[src/rtl/prbs31_data_generator.sv]
// PRBS31 (x^31 + x^28 + 1) word source, 32 bits per enabled clock, bit 0 earliest.
// Supports seed loading and single-bit error injection with a registered ack.
module prbs31_data_generator #(
   parameter logic [30:0] SEED = 31'h7FFFFFFF
) (
   input  logic        clock,
   input  logic        reset,
   input  logic        enable,
   input  logic        load_seed,
   input  logic [30:0] seed,
   input  logic        inject_req,
   input  logic [4:0]  inject_bit,
   output logic        inject_ack,
   output logic [31:0] DataOut,
   output logic        data_valid,
   output logic [63:0] Word_Count,
   output logic [31:0] Inject_Count
);

   typedef enum logic {IDLE, PENDING} inj_state_t;

   inj_state_t  state, state_nxt;
   logic [30:0] lfsr;
   logic [4:0]  inj_pos;
   logic [27:0] w_lo;
   logic [2:0]  w_mid;
   logic        w_top;
   logic [31:0] w;
   logic        emit;
   logic        inj_fire;
   logic        inj_capture;
   logic [31:0] flip_mask;

   // Bits 28..31 reuse bits of the word being built, so the chain is split
   // into stages that depend only on earlier stages.
   assign w_lo  = lfsr[27:0] ^ lfsr[30:3];
   assign w_mid = lfsr[30:28] ^ w_lo[2:0];
   assign w_top = w_lo[0] ^ w_lo[3];
   assign w     = {w_top, w_mid, w_lo};

   assign emit      = enable & ~load_seed;
   assign flip_mask = 32'd1 << inj_pos;

   always_ff @(posedge clock) begin
      if (reset) state <= IDLE;
      else       state <= state_nxt;
   end

   always_comb begin
      state_nxt = state;
      case (state)
         IDLE:    if (inject_req) state_nxt = PENDING;
         PENDING: if (emit)       state_nxt = IDLE;
         default: state_nxt = IDLE;
      endcase
   end

   always_comb begin
      inj_fire    = (state == PENDING) & emit;
      inj_capture = (state == IDLE) & inject_req;
   end

   always_ff @(posedge clock) begin
      if (reset) begin
         lfsr         <= SEED;
         inj_pos      <= 5'd0;
         DataOut      <= 32'd0;
         data_valid   <= 1'b0;
         inject_ack   <= 1'b0;
         Word_Count   <= 64'd0;
         Inject_Count <= 32'd0;
      end else begin
         data_valid <= emit;
         inject_ack <= inj_fire;
         if (inj_capture) inj_pos <= inject_bit;
         if (load_seed) begin
            lfsr <= (seed == 31'd0) ? SEED : seed;
         end else if (enable) begin
            // The flip goes only to the output; the state advances clean.
            lfsr       <= w[31:1];
            DataOut    <= w ^ (inj_fire ? flip_mask : 32'd0);
            Word_Count <= Word_Count + 64'd1;
            if (inj_fire) Inject_Count <= Inject_Count + 32'd1;
         end
      end
   end

endmodule

[config.mk]
export PLATFORM = sky130hd
export DESIGN_NAME = prbs31_data_generator
export DESIGN_NICKNAME = d
export VERILOG_FILES = /design/src/rtl/prbs31_data_generator.sv
export SDC_FILE = /design/constraint.sdc
export NUM_CORES = 1
export LEC_CHECK = 0
export CAP_MARGIN = 20
export CORE_MARGIN = 2
export CORE_UTILIZATION = 30
export CTS_BUF_LIST = sky130_fd_sc_hd__clkbuf_8
export CTS_CLUSTER_DIAMETER = 60
export CTS_CLUSTER_SIZE = 10
export DETAILED_ROUTE_END_ITERATION = 6
export PLACE_DENSITY = 0.63
export SLEW_MARGIN = 25
export SYNTH_ARGS = -nofsm -noshare
export SYNTH_HDL_FRONTEND = slang
export SYNTH_SLANG_ARGS = --single-unit
[constraint.sdc]
create_clock -name clock -period 2.9 [get_ports clock]
set_input_delay 0.58 -clock clock [delete_from_list [all_inputs] [get_ports clock]]
set_output_delay 0.58 -clock clock [all_outputs]
set_load 0.02 [all_outputs]
-- Yosys cells after proc, flatten, opt, wreduce, memory -nomap -nowiden
Index checks and enable logic that the tools add are counted.
- flip-flop bits (word level): 167
- input bits: 41
- output and inout port bits: 130
- word-level logic and storage cells: 31
- $add $sub $neg: 2
- shift operators: 1
- mux-type cells: 7
- bitwise logic cells: 9
- reduce and logical (&&, ||, !) cells: 4
- operators by type and width (operator ; count):
    $mux W31 ; 3
    $add A64 B1 Y64 const B ; 1
    $add A32 B1 Y32 const B ; 1
    $mux W32 ; 1
    $shl A1 B5 Y32 const A ; 1
    $xor A32 B32 Y32 ; 1
    $logic_not A31 Y1 ; 1
    $xor A28 B28 Y28 ; 1
    $and A1 B1 Y1 ; 3
    $reduce_and A3 Y1 ; 1
    $xor A3 B3 Y3 ; 1
    $mux W1 ; 2
    $not A1 Y1 ; 2
    $pmux W1 S2 ; 1
    $reduce_and A2 Y1 ; 1
    $reduce_bool A2 Y1 ; 1
    $xor A1 B1 Y1 ; 1

-- Longest topological paths before layout
Gate-level depths: netlist (run 1).
- word-level depth: 5
- gate-level depth with buffers: 8
- gate-level depth less buffers: 6

-- Least setup slack after synthesis (run 1)
Ideal clock, no wire load.
- path type: input to register
- from: input port load_seed
- to: register Word_Count[38]
- setup time: 0.128 ns
- arrival: 2.124 ns
- data required time: 2.772 ns
- setup slack: 0.648 ns
- cell stages on the path: 6
- path buffers: 1
- path through: clkbuf_1 nand3b_1 or4_4 or4_1 xor2_1 nor2_1
- cells in the longest elaborated chain, start to end: 2
- RTL lines (element ; RTL line ; text):
    start, declared ; 9 ; input logic load_seed,
    $not A1 Y1 (no line) ; - ;
    $reduce_and A2 Y1 (no line) ; - ;
    end signal, assigned ; 82 ; Word_Count <= Word_Count + 64'd1;
    end, declared ; 16 ; output logic [63:0] Word_Count,
No other way between the ends.
A chain may end at the register's enable or synchronous reset.

-- Worst setup path in the final report (run 1)
- from: register Word_Count[14]
- to: register Word_Count[63]
- cells in the longest elaborated chain, start to end: 1
- RTL lines (element ; RTL line):
    $add A64 B1 Y64 ; 82
No other way between the ends.

==> results.sh, run 1 <==
export IMPL_outcome="finished, final reports clean"
export IMPL_clkSinkCount=167
export IMPL_cp_max_fo=6
export IMPL_worstMarginPinSlew_ps=712
export IMPL_layout_drive_gt1_share_pct=6.44
export IMPL_track_usage_pct=16.8
export IMPL_core_mm2=0.0268
export IMPL_maxSlewHeadroom_pct=52.1
export IMPL_fin_setup_tns_ps=0
export IMPL_synth_edf_count=0
export IMPL_final_nets=1195
export IMPL_crit_type="flip-flop to flip-flop"
export IMPL_synth_distinct_cells=48
export IMPL_min_period_over_period_pct=84.0
export IMPL_clk_latency_ps=460
export IMPL_required_ps=3260
export IMPL_slowest_delay_ps=690
export IMPL_die_w_um=169
export IMPL_placed_cells=1474
export IMPL_critical_path_startpoint_type="flip-flop"
export IMPL_cap_violations=0
export IMPL_wirelength_mm=24.2
export IMPL_port_buffer_count=170
export IMPL_vias_per_cell=5.14
export IMPL_cp_cell_sequence="nand3_1 -> nor4_1 -> nand4_1 -> nor3_1 -> mux2_2"
export IMPL_final_max_slew_viol_count=0
export IMPL_cts_root_buf="clkbuf_8"
export IMPL_start_util_pct=30.4
export IMPL_routedWlPerCell_um=16.1
export IMPL_cts_tree="built"
export IMPL_syn_area_per_cell_um2=8.24
export IMPL_rows=60
export IMPL_vdd_drop_max_mv=0.247
export IMPL_antenna_cells=0
export IMPL_synth_flop_cell="dfxtp_1"
export IMPL_cts_max_level=4
export IMPL_critical_path_arrival_ps=2790
export IMPL_power_density_mw_per_mm2=446
export IMPL_num_vias=7748
export IMPL_die_height_um=169
export IMPL_place_congestion=0.846
export IMPL_grt_max_degree=63
export IMPL_detail_route_antenna_nets=0
export IMPL_post_cts_resized=0
export IMPL_grt_pass1_vias=7144
export IMPL_clkTransAtPathRegs_ps=100
export IMPL_pin_count=171
export IMPL_n_fill_cell=2664
export IMPL_fin_skew_ps=19.0
export IMPL_synthTopCellsByArea="dfxtp_1 41%, xnor2_1 8.9%, nor2_1 6.4%, xor2_1 4.4%, nand2b_1 4.0%"
export IMPL_max_freq_mhz=410
export IMPL_rsz0062_at_grt="no"
export IMPL_layout_common_cells="168 x clkdlybuf4s50_1, 167 x dfxtp_1, 138 x nor2_1"
export IMPL_setup_viol_count_final=0
export IMPL_finalHoldViolations=0
export IMPL_slowest_stage="nor4_1"
export IMPL_yosysTopAreaCell="dfxtp_1"
export IMPL_synth_top_cell_area_share_pct=41.1
export IMPL_syn_num_nets=1031
export IMPL_grt_pass1_wl_mm=38.7
export IMPL_total_power_mw=4.78
export IMPL_postCtsSetupRepairBufs=0
export IMPL_cp_end_kind="flip-flop"
export IMPL_ys_ff_latch=167
export IMPL_drtIter0Drc=690
export IMPL_cts_buffers=17
export IMPL_fin_crit_ps=2440
export IMPL_yosysWarnings=0
export IMPL_grt_ovfl_total=0
export IMPL_syn_to_final_growth_pct=31.6
export IMPL_die_area_mm2=0.0285
export IMPL_fin_cells=1506
export IMPL_antenna_found_initial=0
export IMPL_cts_max_path_buffers=2
export IMPL_crit_family="simple AND/OR/NAND/NOR gates"
export IMPL_fin_util_pct=40.0
export IMPL_min_path_type="flip-flop to flip-flop"
export IMPL_drc_errors=0
export IMPL_postCtsHoldBufs=0
export IMPL_final_common_cell="clkdlybuf4s50_1"
export IMPL_syn_area_mm2=0.00814
export IMPL_netlist_instances=988
export IMPL_critPathBufInv=0
export IMPL_p_leak_nw=3.52
export IMPL_ys_seq_area_share_pct=41.1
export IMPL_async_reset_ff_share_pct=0
export IMPL_dpl_hpwl_mm=17.6
export IMPL_first_pass_iters=6
## metal layers
layer	share of wire [%]	routed length (µm)	track usage (%)	up-vias
li1	-	-	-	3835
met1	45	10800	23.2	3577
met2	47	11300	27.2	308
met3	7.1	1710	2.99	28
met4	1.2	300	4.24	0
met5	0	0	0	-
## power breakdown
part	switching (mW)	internal, mW	total (mW)	leakage (nW)
clock	0.942	0.810	1.75	0.197
combinational	0.315	0.279	0.595	1.96
sequential	0.0741	2.36	2.43	1.36
total	1.33	3.45	4.78	3.52
## path summary, 6_finish.rpt
kind | startpoint | endpoint | slack (ps) | depth (start not counted)
min | DataOut[26]$_SDFFE_PP0N_ | DataOut[26]$_SDFFE_PP0N_ | 460 | 2
max reg2reg | Word_Count[14]$_SDFFE_PP0N_ | Word_Count[63]$_SDFFE_PP0N_ | 460 | 5
max | Word_Count[14]$_SDFFE_PP0N_ | Word_Count[63]$_SDFFE_PP0N_ | 460 | 5
min reg2reg | DataOut[26]$_SDFFE_PP0N_ | DataOut[26]$_SDFFE_PP0N_ | 460 | 2
## logic make-up (layout without fill, tap and decap cells)
family          Yosys count  count (layout)  synth area share [%]
xor+xnor                124             124                  13.3
compound gates          153             153                  10.8
simple gates            471             471                  30.7
mux                       6               6                 0.753
buf+inv                  65             242                  3.04
flops                   167             167                  41.1
fa+ha+maj                 2               2                 0.307
## metrics by stage
| step | worst slack, ps | area, µm² | hold slack [ps] |
|---|---|---|---|
| after global placement | 225 | 10300 | 441 |
| after global routing | 281 | 10700 | 481 |
| final | 463 | 10700 | 457 |
| after CTS | 443 | 10700 | 458 |
| after detailed placement | 205 | 10300 | 448 |
| after floorplan | 648 | 8140 | 498 |
## area by class of cell
type	count	area, µm²	area share [%]
clock buffer	18	248	2.31
clock inverter	14	161	1.51
inverter	13	48.8	0.455
multi-input combinational	756	4570	42.6
sequential	167	3340	31.2
tap	341	427	3.98
timing repair buffer	197	1920	17.9
## flip-flops by register name, summed over array words and instances, names as in the netlist
name,flops
Word_Count,64
data_valid,1
Inject_Count,32
state,1
inject_ack,1
DataOut,32
inj_pos,5
lfsr,31
## cell usage after synthesis, types with 5 or more instances
| cell type | n |
|---|---|
| o21ai_0 | 26 |
| nor3b_1 | 6 |
| nor2b_1 | 7 |
| inv_1 | 13 |
| nand4_1 | 42 |
| a21oi_1 | 59 |
| or4_1 | 5 |
| and3_1 | 17 |
| xnor2_1 | 83 |
| dfxtp_1 | 167 |
| nor2_1 | 138 |
| buf_1 | 5 |
| or3_1 | 27 |
| clkbuf_1 | 44 |
| nand3_1 | 45 |
| nand2b_1 | 52 |
| o22ai_1 | 46 |
| and4_1 | 11 |
| nand2_1 | 50 |
| xor2_1 | 41 |
| nor4_1 | 28 |
| mux2i_1 | 5 |
| nor3_1 | 26 |
## worst min-delay path, delay by kind of cell, from the launching register on
family           cells  cell delay, ps
AO/OA/AOI/OAI        1              50
flip-flops           1             320
AND/OR/NAND/NOR      1              50
No activity file was read; power rests on OpenSTA's default activity.
==> inputs of run 2 (changes only) <==
Settings changed: PLACE_DENSITY 0.63 to 0.65.
Clock period 2.9 ns to 2.2 ns, I/O delays scaled along.
==> run 2 against run 1 <==
  * Power grew 30%
  * Sequential share of layout area decreased by 1.5 points
  * Critical path depth is 4 lower
  * Wire length up 3.7%
  * Non-clock buffer count rose by 74
  * Via count rose by 4.3%
  * Final area increased by 5.2%
  * Global-route usage increased by 0.65 points
  * First-iteration DRC count increased by 3.6%
  * Combinational power grew 40%
  * Critical path type is now flip-flop to output pin
  * Largest cell class unchanged
  * Highest routed layer unchanged
==> results.sh, run 2 (same netlist as run 1, synthesis figures left out) <==
export IMPL_outcome="finished, final reports clean"
export IMPL_cts_root_buf="clkbuf_8"
export IMPL_pin_count=171
export IMPL_die_height_um=169
export IMPL_cts_tree="built"
export IMPL_worstReg2RegStart="Word_Count[16]$_SDFFE_PP0N_"
export IMPL_crit_family="buffers and inverters"
export IMPL_required_ps=1760
export IMPL_total_power_mw=6.21
export IMPL_dpl_hpwl_mm=18.9
export IMPL_die_area_mm2=0.0285
export IMPL_final_max_slew_viol_count=0
export IMPL_grt_max_degree=63
export IMPL_crit_type="flip-flop to output pin"
export IMPL_clk_latency_ps=470
export IMPL_min_to="DataOut[2]$_SDFFE_PP0N_"
export IMPL_cts_max_level=4
export IMPL_cts_max_path_buffers=2
export IMPL_start_util_pct=30.4
export IMPL_fin_util_pct=42.1
export IMPL_syn_to_final_growth_pct=38.5
export IMPL_max_flop_register="Word_Count"
export IMPL_startpoint="Word_Count[40]$_SDFFE_PP0N_"
export IMPL_cts_buffers=17
export IMPL_slowest_stage="clkdlybuf4s50_1"
export IMPL_core_mm2=0.0268
export IMPL_setup_viol_count_final=0
export IMPL_grt_pass1_vias=7578
export IMPL_layout_common_cells="168 x clkdlybuf4s50_1, 166 x dfxtp_1, 138 x nor2_1"
export IMPL_rows=60
export IMPL_clkSinkCount=167
export IMPL_final_area_mm2=0.0113
export IMPL_fin_hold_ws_ps=377
export IMPL_p_leak_nw=3.90
export IMPL_wirelength_mm=25.1
export IMPL_finalHoldViolations=0
export IMPL_routedWlPerCell_um=15.9
export IMPL_largestRegisters="Word_Count: 64 flops, DataOut: 32 flops, Inject_Count: 32 flops"
export IMPL_grt_pass1_wl_mm=39.7
export IMPL_cap_violations=0
export IMPL_min_period_over_period_pct=94.5
export IMPL_vdd_drop_max_mv=0.269
export IMPL_first_pass_iters=6
export IMPL_port_buffer_count=170
export IMPL_critical_path_arrival_ps=1640
export IMPL_layout_drive_gt1_share_pct=12.1
export IMPL_detail_route_antenna_nets=0
export IMPL_rr_worst_depth=5
export IMPL_largest_reg_flops=64
export IMPL_fin_skew_ps=15.2
export IMPL_cp_depth=1
export IMPL_cp_max_fo=7
export IMPL_place_congestion=0.881
export IMPL_placed_cell_area_mm2=0.0109
export IMPL_rsz0062_at_grt="no"
export IMPL_antenna_found_initial=1
export IMPL_min_path_type="input port to flip-flop"
export IMPL_cp_end_kind="output pin"
export IMPL_timing_rr_end="Word_Count[38]$_SDFFE_PP0N_"
export IMPL_num_vias=8084
export IMPL_slowest_delay_ps=670
export IMPL_power_density_mw_per_mm2=551
export IMPL_final_common_cell="clkdlybuf4s50_1"
export IMPL_reg2reg_slack_ps=150
export IMPL_maxSlewHeadroom_pct=60.9
export IMPL_holdPathStages=2
export IMPL_hp_start="reset"
export IMPL_fin_crit_ps=2080
export IMPL_track_usage_pct=17.5
export IMPL_vias_per_cell=5.11
export IMPL_clkTransAtPathRegs_ps=100
export IMPL_critPathBufInv=1
export IMPL_critical_path_startpoint_type="flip-flop"
export IMPL_cp_cell_sequence="clkdlybuf4s50_1"
export IMPL_die_w_um=169
export IMPL_drc_errors=0
export IMPL_grt_ovfl_total=0
export IMPL_worstMarginPinSlew_ps=586
export IMPL_drtIter0Drc=715
export IMPL_max_freq_mhz=481
export IMPL_final_nets=1269
[run 2: cell count changes in the layout (fill, tap and decap cells not counted), sizes merged]
| cell | before | now |
|---|---|---|
| bufinv | 2 | 0 |
| clkinvlp | 4 | 0 |
| clkinv | 2 | 5 |
| buf | 29 | 103 |
| diode | 0 | 1 |
| inv | 19 | 23 |
| clkbuf | 18 | 17 |
[run 2: worst max path at each step]
stage                                  end  slack (ps)
2_1_floorplan  Word_Count[38]$_SDFFE_PP0N_          40
3_3_place_gp       DataOut[6]$_SDFFE_PP0N_        -300
3_5_place_dp       DataOut[6]$_SDFFE_PP0N_        -280
4_1_cts                      Word_Count[1]         100
5_1_grt        Word_Count[49]$_SDFFE_PP0N_           5
6_report                    Word_Count[40]         120
[run 2: final cells by class]
type | instances | area [µm²]
Fill cell | 2662 | 15500
Antenna cell | 1 | 2.50
Clock buffer | 17 | 234
Tap cell | 341 | 427
Timing Repair Buffer | 271 | 2500
Inverter | 13 | 48.8
Multi-Input combinational cell | 756 | 4570
Sequential cell | 167 | 3340
Clock inverter | 15 | 150
[run 2: through the flow]
step | instances | TNS (ps) | setup slack, ps
after floorplan | 988 | 0 | 36.3
after global placement | 1548 | -10450 | -298
after detailed placement | 1548 | -11440 | -281
after CTS | 1580 | 0 | 100
after global routing | 1580 | 0 | 5.49
final | 1581 | 0 | 121
[run 2: timing repair]
| action | 4_1_cts | 5_1_grt |
|---|---|---|
| setup endpoints to repair | 0 | 1 |
| buffers inserted | 0 | 0 |
| hold buffers | 0 | 0 |
| gates resized for setup | 0 | 2 |
[run 2: power by group]
| part | switching [mW] | internal (mW) | total, mW |
|---|---|---|---|
| combinational | 0.437 | 0.396 | 0.833 |
| clock | 1.33 | 0.848 | 2.18 |
| sequential | 0.0893 | 3.11 | 3.20 |
| total | 1.86 | 4.36 | 6.21 |
[run 2: worst reg2reg max path: stages (launching register included)]
cell and delay (ps):
dfxtp_1 410, nand3_1 170, or4_1 610, or4_1 540
xor2_1 150, nor2_1 50
[run 2: routing by layer]
layer	up-vias	track usage, %	share of wire, %
met5	-	0	0
met4	0	5.21	2.3
met3	50	3.79	6.8
met2	321	28.8	46
met1	3744	22.9	45
li1	3969	-	-
==> inputs of run 3 (changes only) <==
Settings changed: MAX_ROUTING_LAYER set to met4, PLACE_DENSITY 0.65 to unset.
==> run 3 against run 2 <==
  * Maximum frequency fell by 1.1%
  * Core utilization rose by 0.13 points
  * Cell count did not move
  * Flip-flop and latch count did not move
  * Count of clock-buffer cells in the layout rose by 1
  * Non-clock buffer count rose by 1
  * Clock power rose by 6%
  * Final area rose by 0.30%
  * Largest cell class unchanged
  * Highest routed layer unchanged
==> results.sh, run 3 (same netlist as run 1, synthesis figures left out) <==
export IMPL_outcome="finished, final reports clean"
export IMPL_drtIter0Drc=655
export IMPL_die_height_um=169
export IMPL_critical_path_startpoint_type="flip-flop"
export IMPL_crit_type="flip-flop to output pin"
export IMPL_cts_buffers=17
export IMPL_min_path_type="input port to flip-flop"
export IMPL_dpl_hpwl_mm=19.0
export IMPL_final_area_mm2=0.0113
export IMPL_drc_errors=0
export IMPL_track_usage_pct=18.4
export IMPL_die_area_mm2=0.0285
export IMPL_fin_setup_tns_ps=0
export IMPL_cp_max_fo=7
export IMPL_layout_drive_gt1_share_pct=12.6
export IMPL_cts_max_path_buffers=2
export IMPL_postCtsSetupRepairBufs=0
export IMPL_max_flop_register="Word_Count"
export IMPL_layout_common_cells="168 x clkdlybuf4s50_1, 165 x dfxtp_1, 138 x nor2_1"
export IMPL_port_buffer_count=170
export IMPL_core_mm2=0.0268
export IMPL_final_max_slew_viol_count=0
export IMPL_finalHoldViolations=0
export IMPL_detail_route_antenna_nets=0
export IMPL_clkSinkCount=167
export IMPL_pre_cts_slack_ps=-237
export IMPL_worstReg2RegStart="Word_Count[5]$_SDFFE_PP0N_"
export IMPL_wirelength_mm=25.4
export IMPL_largest_reg_flops=64
export IMPL_hp_start="reset"
export IMPL_grt_pass1_wl_mm=40.3
export IMPL_largestRegisters="Word_Count: 64 flops, DataOut: 32 flops, Inject_Count: 32 flops"
export IMPL_rows=60
export IMPL_clkTransAtPathRegs_ps=100
export IMPL_startpoint="Word_Count[45]$_SDFFE_PP0N_"
export IMPL_antenna_found_initial=0
export IMPL_crit_family="buffers and inverters"
export IMPL_start_util_pct=30.4
export IMPL_grt_pass1_vias=7537
export IMPL_grt_max_degree=63
export IMPL_cap_violations=0
export IMPL_antenna_cells=0
export IMPL_slowest_stage="clkdlybuf4s50_1"
export IMPL_cts_root_buf="clkbuf_8"
export IMPL_cts_tree="built"
export IMPL_fin_skew_ps=19.9
export IMPL_max_freq_mhz=476
export IMPL_place_congestion=0.855
export IMPL_cts_max_level=4
export IMPL_setup_viol_count_final=0
export IMPL_min_period_over_period_pct=95.6
export IMPL_final_nets=1270
export IMPL_slowest_delay_ps=610
export IMPL_critical_path_arrival_ps=1660
export IMPL_num_vias=8040
export IMPL_final_common_cell="clkdlybuf4s50_1"
export IMPL_critPathBufInv=2
export IMPL_required_ps=1760
export IMPL_vdd_drop_max_mv=0.390
export IMPL_maxSlewHeadroom_pct=60.3
export IMPL_clk_latency_ps=470
export IMPL_fin_crit_ps=2100
export IMPL_worstMarginPinSlew_ps=595
export IMPL_die_w_um=169
export IMPL_syn_to_final_growth_pct=38.9
export IMPL_power_density_mw_per_mm2=560
export IMPL_pin_count=171
export IMPL_p_leak_nw=3.91
export IMPL_rsz0062_at_grt="no"
export IMPL_cp_end_kind="output pin"
export IMPL_first_pass_iters=5
export IMPL_grt_ovfl_total=0
export IMPL_routedWlPerCell_um=16.1
export IMPL_cp_cell_sequence="buf_4 -> clkdlybuf4s50_1"
export IMPL_fin_ws_ps=97.6
export IMPL_placed_cell_area_mm2=0.0109
export IMPL_vias_per_cell=5.09
run 3: changes by cell type in the layout (fill, tap and decap cells not counted), moves of 2 or more:
cell      previous run  this run
buf_4               98       100
nor4_1              27        24
nor4_2               1         4
clkinv_8             2         0
run 3: area by class of cell:
| type | instances | area, µm² |
|---|---|---|
| fillers | 2657 | 15500 |
| multi-input cells | 756 | 4590 |
| flip-flops and latches | 167 | 3350 |
| repair buffers | 272 | 2500 |
| well taps | 341 | 427 |
| clock buffers | 18 | 248 |
| clock inverters | 14 | 153 |
| inverters | 13 | 48.8 |
run 3: where the power goes:
part	leakage, nW	switching [mW]	internal (mW)
Clock	0.204	1.32	0.984
Sequential	1.36	0.0846	3.11
Combinational	2.35	0.440	0.396
run 3: worst paths after layout:
check                                      to  slack (ps)  cells after the start
setup reg to reg  Word_Count[38]$_SDFFE_PP0N_         120                      5
setup / recovery               Word_Count[45]         100                      2
hold reg to reg      DataOut[26]$_SDFFE_PP0N_         460                      2
hold / removal        DataOut[3]$_SDFFE_PP0N_         330                      2
run 3: per-layer routing:
metal	GRT usage, %	up-vias	wire length (µm)
met5	-	-	0
met4	5.92	0	448
met3	3.09	31	1450
met2	29.2	266	11900
met1	23.8	3765	11600
li1	-	3978	-
run 3: metrics by stage:
| stage | cells | power (mW) | hold WS (ps) | utilization (%) |
|---|---|---|---|---|
| finish | 1581 | 6.33 | 328 | 42.2 |
| global route | 1581 | 6.62 | 305 | 42.2 |
| CTS | 1581 | 6.42 | 288 | 42.1 |
| detailed placement | 1549 | 4.10 | 454 | 40.6 |
| global placement | 1549 | 4.09 | 446 | 40.6 |
| floorplan | 988 | 3.74 | 498 | - |
run 3: what timing repair did:
action                     CTS  global route
setup endpoints to repair    1            11
gates resized for setup      1             5
hold buffers                 0             0
pin swaps                    0             1
run 3: worst register-to-register path: stages (launching register included):
cell and delay [ps]:
dfxtp_1 440, nand4_4 180, or4_4 590, or4_1 550, xor2_1 160, nor2_1 50
